==> config.mk <==
export PLATFORM = sky130hd
export DESIGN_NAME = booth_issue_ctrl
export DESIGN_NICKNAME = d
export VERILOG_FILES = /design/src/rtl/booth_pkg.sv /design/src/rtl/booth_op_fifo.sv /design/src/rtl/booth_issue_ctrl.sv
export SDC_FILE = /design/constraint.sdc
export NUM_CORES = 1
export LEC_CHECK = 0
export CORE_ASPECT_RATIO = 1.1
export CORE_UTILIZATION = 47
export CTS_CLUSTER_DIAMETER = 200
export DETAILED_ROUTE_END_ITERATION = 12
export HOLD_SLACK_MARGIN = 0.03
export PLACE_DENSITY = 0.83
export REMOVE_ABC_BUFFERS = 1
export SLEW_MARGIN = 0
export SYNTH_ARGS = -nofsm -noshare
export SYNTH_HDL_FRONTEND = slang
export SYNTH_SLANG_ARGS = --single-unit
==> constraint.sdc <==
create_clock -name CLK -period 5.1 [get_ports CLK]
set_input_delay 0.765 -clock CLK [delete_from_list [all_inputs] [get_ports CLK]]
set_output_delay 0.765 -clock CLK [all_outputs]
set_load 0.005 [all_outputs]
==> src/rtl/booth_pkg.sv <==
// Shared types and constants for the Booth multiplier issue/collect stage.
package booth_pkg;

    typedef enum logic {
        IDLE = 1'b0,
        RUN  = 1'b1
    } state_t;

    localparam int DEF_DATAWIDTH = 32;

    function automatic int prod_w(input int dw);
        return 2 * dw;
    endfunction

    localparam int DEF_PRODW = prod_w(DEF_DATAWIDTH);

endpackage

==> src/rtl/booth_op_fifo.sv <==
// Synchronous operand FIFO. Flags come from registered pointers only, so a
// write at edge N becomes visible to the read side at edge N+1.
module booth_op_fifo #(
    parameter int WIDTH = 64,
    parameter int DEPTH = 4
) (
    input  logic             CLK,
    input  logic             RSTn,
    input  logic             push,
    input  logic [WIDTH-1:0] wdata,
    input  logic             pop,
    output logic [WIDTH-1:0] rdata,
    output logic             full,
    output logic             empty
);

    localparam int AW = $clog2(DEPTH);

    logic [DEPTH-1:0][WIDTH-1:0] mem;
    logic [AW:0]                 wr_ptr, rd_ptr;
    logic                        push_ok, pop_ok;

    // Pointers carry one wrap bit so full/empty need no separate counter.
    assign full    = (wr_ptr[AW] != rd_ptr[AW]) && (wr_ptr[AW-1:0] == rd_ptr[AW-1:0]);
    assign empty   = (wr_ptr == rd_ptr);
    assign push_ok = push && !full;
    assign pop_ok  = pop && !empty;
    assign rdata   = mem[rd_ptr[AW-1:0]];

    always_ff @(posedge CLK or negedge RSTn) begin
        if (!RSTn) begin
            wr_ptr <= '0;
            rd_ptr <= '0;
        end else begin
            if (push_ok) wr_ptr <= wr_ptr + 1'b1;
            if (pop_ok)  rd_ptr <= rd_ptr + 1'b1;
        end
    end

    always_ff @(posedge CLK) begin
        if (push_ok) mem[wr_ptr[AW-1:0]] <= wdata;
    end

endmodule

==> src/rtl/booth_issue_ctrl.sv <==
// Issue/collect stage in front of the Booth multiplier: operand FIFO, level-START
// launch control and a one-entry product slot. Tag path enabled by BOOTH_ISSUE_TAG_EN.
module booth_issue_ctrl
    import booth_pkg::*;
#(
    parameter int DATAWIDTH  = DEF_DATAWIDTH,
    parameter int FIFO_DEPTH = 4,
    parameter int TAGW       = 4
) (
    input  logic                          CLK,
    input  logic                          RSTn,
    input  logic                          in_valid,
    output logic                          in_ready,
    input  logic [DATAWIDTH-1:0]          in_a,
    input  logic [DATAWIDTH-1:0]          in_b,
`ifdef BOOTH_ISSUE_TAG_EN
    input  logic [TAGW-1:0]               in_tag,
    output logic [TAGW-1:0]               out_tag,
`endif
    output logic                          mul_start,
    output logic [DATAWIDTH-1:0]          mul_a,
    output logic [DATAWIDTH-1:0]          mul_b,
    input  logic [prod_w(DATAWIDTH)-1:0]  mul_result,
    input  logic                          mul_done,
    output logic                          out_valid,
    input  logic                          out_ready,
    output logic [prod_w(DATAWIDTH)-1:0]  out_result,
    output logic                          busy
);

`ifdef BOOTH_ISSUE_TAG_EN
    localparam bit TAG_EN = 1'b1;
`else
    localparam bit TAG_EN = 1'b0;
`endif
    localparam int PW      = prod_w(DATAWIDTH);
    localparam int ENTRY_W = 2 * DATAWIDTH + (TAG_EN ? TAGW : 0);

    state_t               state;
    logic [ENTRY_W-1:0]   wr_entry, rd_entry;
    logic [DATAWIDTH-1:0] rd_a, rd_b;
    logic                 fifo_full, fifo_empty, fifo_pop, fifo_push;

`ifdef BOOTH_ISSUE_TAG_EN
    logic [TAGW-1:0]      rd_tag, tag_q;
    assign wr_entry = {in_tag, in_a, in_b};
    assign rd_tag   = rd_entry[ENTRY_W-1 -: TAGW];
`else
    assign wr_entry = {in_a, in_b};
`endif
    assign rd_a = rd_entry[2*DATAWIDTH-1:DATAWIDTH];
    assign rd_b = rd_entry[DATAWIDTH-1:0];

    assign in_ready  = !fifo_full;
    assign fifo_push = in_valid && !fifo_full;
    // Launch only with an empty product slot so every Done has somewhere to land.
    assign fifo_pop  = (state == IDLE) && !fifo_empty && !out_valid;
    assign busy      = (state == RUN);

    booth_op_fifo #(
        .WIDTH (ENTRY_W),
        .DEPTH (FIFO_DEPTH)
    ) u_fifo (
        .CLK   (CLK),
        .RSTn  (RSTn),
        .push  (fifo_push),
        .wdata (wr_entry),
        .pop   (fifo_pop),
        .rdata (rd_entry),
        .full  (fifo_full),
        .empty (fifo_empty)
    );

    always_ff @(posedge CLK or negedge RSTn) begin
        if (!RSTn) begin
            state      <= IDLE;
            mul_start  <= 1'b0;
            mul_a      <= '0;
            mul_b      <= '0;
            out_valid  <= 1'b0;
            out_result <= '0;
`ifdef BOOTH_ISSUE_TAG_EN
            tag_q      <= '0;
            out_tag    <= '0;
`endif
        end else begin
            if (out_valid && out_ready) out_valid <= 1'b0;
            case (state)
                IDLE: begin
                    if (fifo_pop) begin
                        mul_a     <= rd_a;
                        mul_b     <= rd_b;
`ifdef BOOTH_ISSUE_TAG_EN
                        tag_q     <= rd_tag;
`endif
                        mul_start <= 1'b1;
                        state     <= RUN;
                    end
                end
                RUN: begin
                    // START stays high through the Done cycle so the multiplier
                    // leaves its done state; it drops here, avoiding a stale relaunch.
                    if (mul_done) begin
                        out_result <= mul_result;
                        out_valid  <= 1'b1;
`ifdef BOOTH_ISSUE_TAG_EN
                        out_tag    <= tag_q;
`endif
                        mul_start  <= 1'b0;
                        state      <= IDLE;
                    end
                end
                default: state <= IDLE;
            endcase
        end
    end

`ifndef SYNTHESIS
    a_done_in_idle: assert property (@(posedge CLK) disable iff (!RSTn)
        !(mul_done && state == IDLE))
        else $error("mul_done seen while IDLE");
`endif

endmodule

==> impl_metrics.toml <==
[die]
rows = 67
io_pins = 265
die_w_um = 169.9
dieArea_mm2 = 0.03172
core_area_mm2 = 0.03051
initial_core_util = 0.4776
die_h_um = 186.7

[global_route]
grt_pass1_vias = 7631
grt_usage = 0.1816
grt_overflow = 0
antenna_found_initial = 1
globalRouteMet1Util = 0.2193
grt_use_met3 = 0.05090
grt_max_degree = 80
grt_pass1_wl_um = 43560
use_met2 = 0.3184
top_usage_layer = "met2"

[cts]
cts.path.max_buffers = 3
cts_tree = "built"
clk_pin_slew_ns = 0.05
postCtsSetupBuffers = 0
clock-root-buffer = "clkbuf_16"
clock_latency_ns = 0.51
cts_resized = 0
cts_buffers = 40
hold_buffers = 0
h-tree-depth = 2
cts_num_sinks = 393

[worst_setup_path]
crit_start = "u_fifo.rd_ptr[0]"
crit_family = "flip-flops"
reg2reg_from = "u_fifo.rd_ptr[0]"
cp.required_ns = 4.34
path_max_fanout = 27
path_cells = "xnor2_1, nand3_1, clkdlybuf4s50_1"
start_kind = "flop"
crit_path_top_delay_cell = "dfrtp_4"
critical_path_class = "flop to primary output"
end_kind = "primary output"
slowest_delay_ns = 0.70
worstPathArrival_ns = 2.25
cp_num_buf_inv = 1

[logic_synthesis]
synth_top_family_by_area = "multiplexers"
synth-seq-cells = 393
synthAdderAreaFrac = 0.004293
synthMuxAreaShare = 0.2078
synth.avg_cell_area_um2 = 22.46
syn_area_mm2 = 0.01457
synthDistinctLibCells = 23
synthCells = 649
synth_compound_area_frac = 0.003434
yosysWarnings = 0
synth_simple_gate_area_frac = 0.002404
ys_seq_area_frac = 0.7627
synth_xor_area_frac = 0.005409

[timing]
fmax_mhz = 331.8
fin_crit_ns = 3.014
finClkSkew_ns = 0.009275
tightestPinTransition_ns = 1.016
rsz0062_at_grt = "false"
setup_viol = 0
final.period_utilization = 0.5909
holdWs_ns = 0.2725
relSlewSlack = 0.3230
hold_viol_final = 0
tns_ns = 0
final_max_slew_viol_count = 0

[placement]
gp_congestion = 0.6859
hpwl_um = 17750
io_buffers = 264

[final_layout]
regArea_mm2 = 0.01112
drive_above_1_share = 0.2624
synthToLayoutAreaGrowth_pct = 29.84
final_core_util = 0.6201
multi_input_area_mm2 = 0.003282
fillers = 2146
nets = 1072

[detailed_routing]
drtIter0Drc = 406
drtPass1Iterations = 4
drtAntennaViolNets = 0
vias = 7060
vias_per_cell = 5.120
drc = 0
wl_per_cell_um = 20.70
wl_um = 28540

[min_path]
min_path_type = "input pin to asynchronous set/reset pin"

[job]
drv_cap = 0

[power]
leakagePower_nw = 6.840
power_mw = 11.68
power.density_mw_per_mm2 = 617.3
ir_worst_vdd_mv = 0.3856

[run_status]
status = "complete, no violations"
routing by layer:
metal,share of wire,wire (um)
met3,0.076,2172
met2,0.51,14550
met5,0.00060,17
met1,0.39,11210
met4,0.021,592
power breakdown:
| group | internal (mW) | switching (mW) | total [mW] | leakage [nW] |
|---|---|---|---|---|
| Clock | 1.67 | 1.14 | 2.81 | 0.622 |
| Combinational | 2.37 | 1.50 | 3.88 | 2.27 |
| Sequential | 4.52 | 0.475 | 5.00 | 3.95 |
cells by family (layout without fill, tap and decap cells):
family | count (synthesis) | count (layout)
DFF | 393 | 393
and+or+nand+nor | 7 | 7
buffers and inverters | 34 | 349
AOI/OAI and AO/OA | 7 | 7
muxes | 194 | 194
adders and majority gates | 5 | 5
other | 0 | 1
xor gates and xnor gates | 9 | 9
sequential cells by signal, indices dropped and copies added (netlist names):
name and count:
mul_b 32, u_fifo.wr_ptr 3, mul_start 1, out_valid 1, u_fifo.mem 256, u_fifo.rd_ptr 3, mul_a 32, out_result 64
busy 1
cells in the mapped netlist:
master | count | area [um2]
a21o_1 | 2 | 15.01
a31oi_1 | 2 | 12.51
and2_1 | 3 | 18.77
buf_1 | 5 | 18.77
buf_2 | 12 | 60.06
buf_6 | 8 | 90.09
clkbuf_1 | 4 | 15.01
dfrtp_1 | 137 | 3428
edfxtp_1 | 256 | 7687
ha_1 | 5 | 62.56
inv_1 | 5 | 18.77
mux2_2 | 113 | 1272
mux2_4 | 17 | 255.2
mux4_1 | 16 | 420.4
mux4_2 | 48 | 1081
nand2_1 | 2 | 7.510
nand3_1 | 1 | 5.000
nor2_1 | 1 | 3.750
o21ai_0 | 1 | 5.000
o311ai_0 | 1 | 8.760
o31a_1 | 1 | 8.760
xnor2_1 | 4 | 35.03
xor2_1 | 5 | 43.79
worst paths after layout:
check	end	slack, ns	depth (start not counted)
max reg2reg	u_fifo.mem[151]	2.30	3
min in group CLK	mul_start	0.48	1
min reg2reg	mul_start	0.48	1
max	in_ready	2.09	3
max in group asynchronous	mul_a[22]	3.83	2
min	out_result[63]	0.27	1
through the flow:
stage | setup WS (ns) | area [um2] | std cells
after global placement | 2.098 | 17650 | 1306
after global routing | 1.912 | 18920 | 1378
after detailed placement | 2.070 | 17650 | 1306
after floorplan | -1.604 | 14390 | 620
after CTS | 2.036 | 18920 | 1378
final | 2.086 | 18920 | 1379
cell type report:
type                       count  area share
inverter                       5   0.0009918
multi-input combinational    222      0.1734
sequential                   393      0.5878
timing repair buffer         272      0.1429
clock buffer                  59     0.06096
tap                          414     0.02737
clock inverter                13    0.006414
antenna                        1   0.0001322
worst reg2reg max path, delay by kind of cell, from the launching register on:
kind | cells | cell delay, ns
flip-flops | 1 | 0.78
AO/OA/AOI/OAI | 1 | 0.45
XOR/XNOR | 1 | 0.25
AND/OR/NAND/NOR | 1 | 0.90
layout by cell type (no fill, tap or decap), types with 3 or more instances in the layout:
cell type and n:
and2_4 3, buf_4 8, clkbuf_1 12, clkbuf_16 41
clkbuf_8 6, clkdlybuf4s50_1 263, clkinv_2 6, dfrtp_1 135
edfxtp_1 256, ha_1 5, inv_1 5, mux2_2 113
mux2_4 17, mux4_1 16, mux4_2 48, xnor2_1 4
xor2_1 5
(Power assumes the default switching activity.)
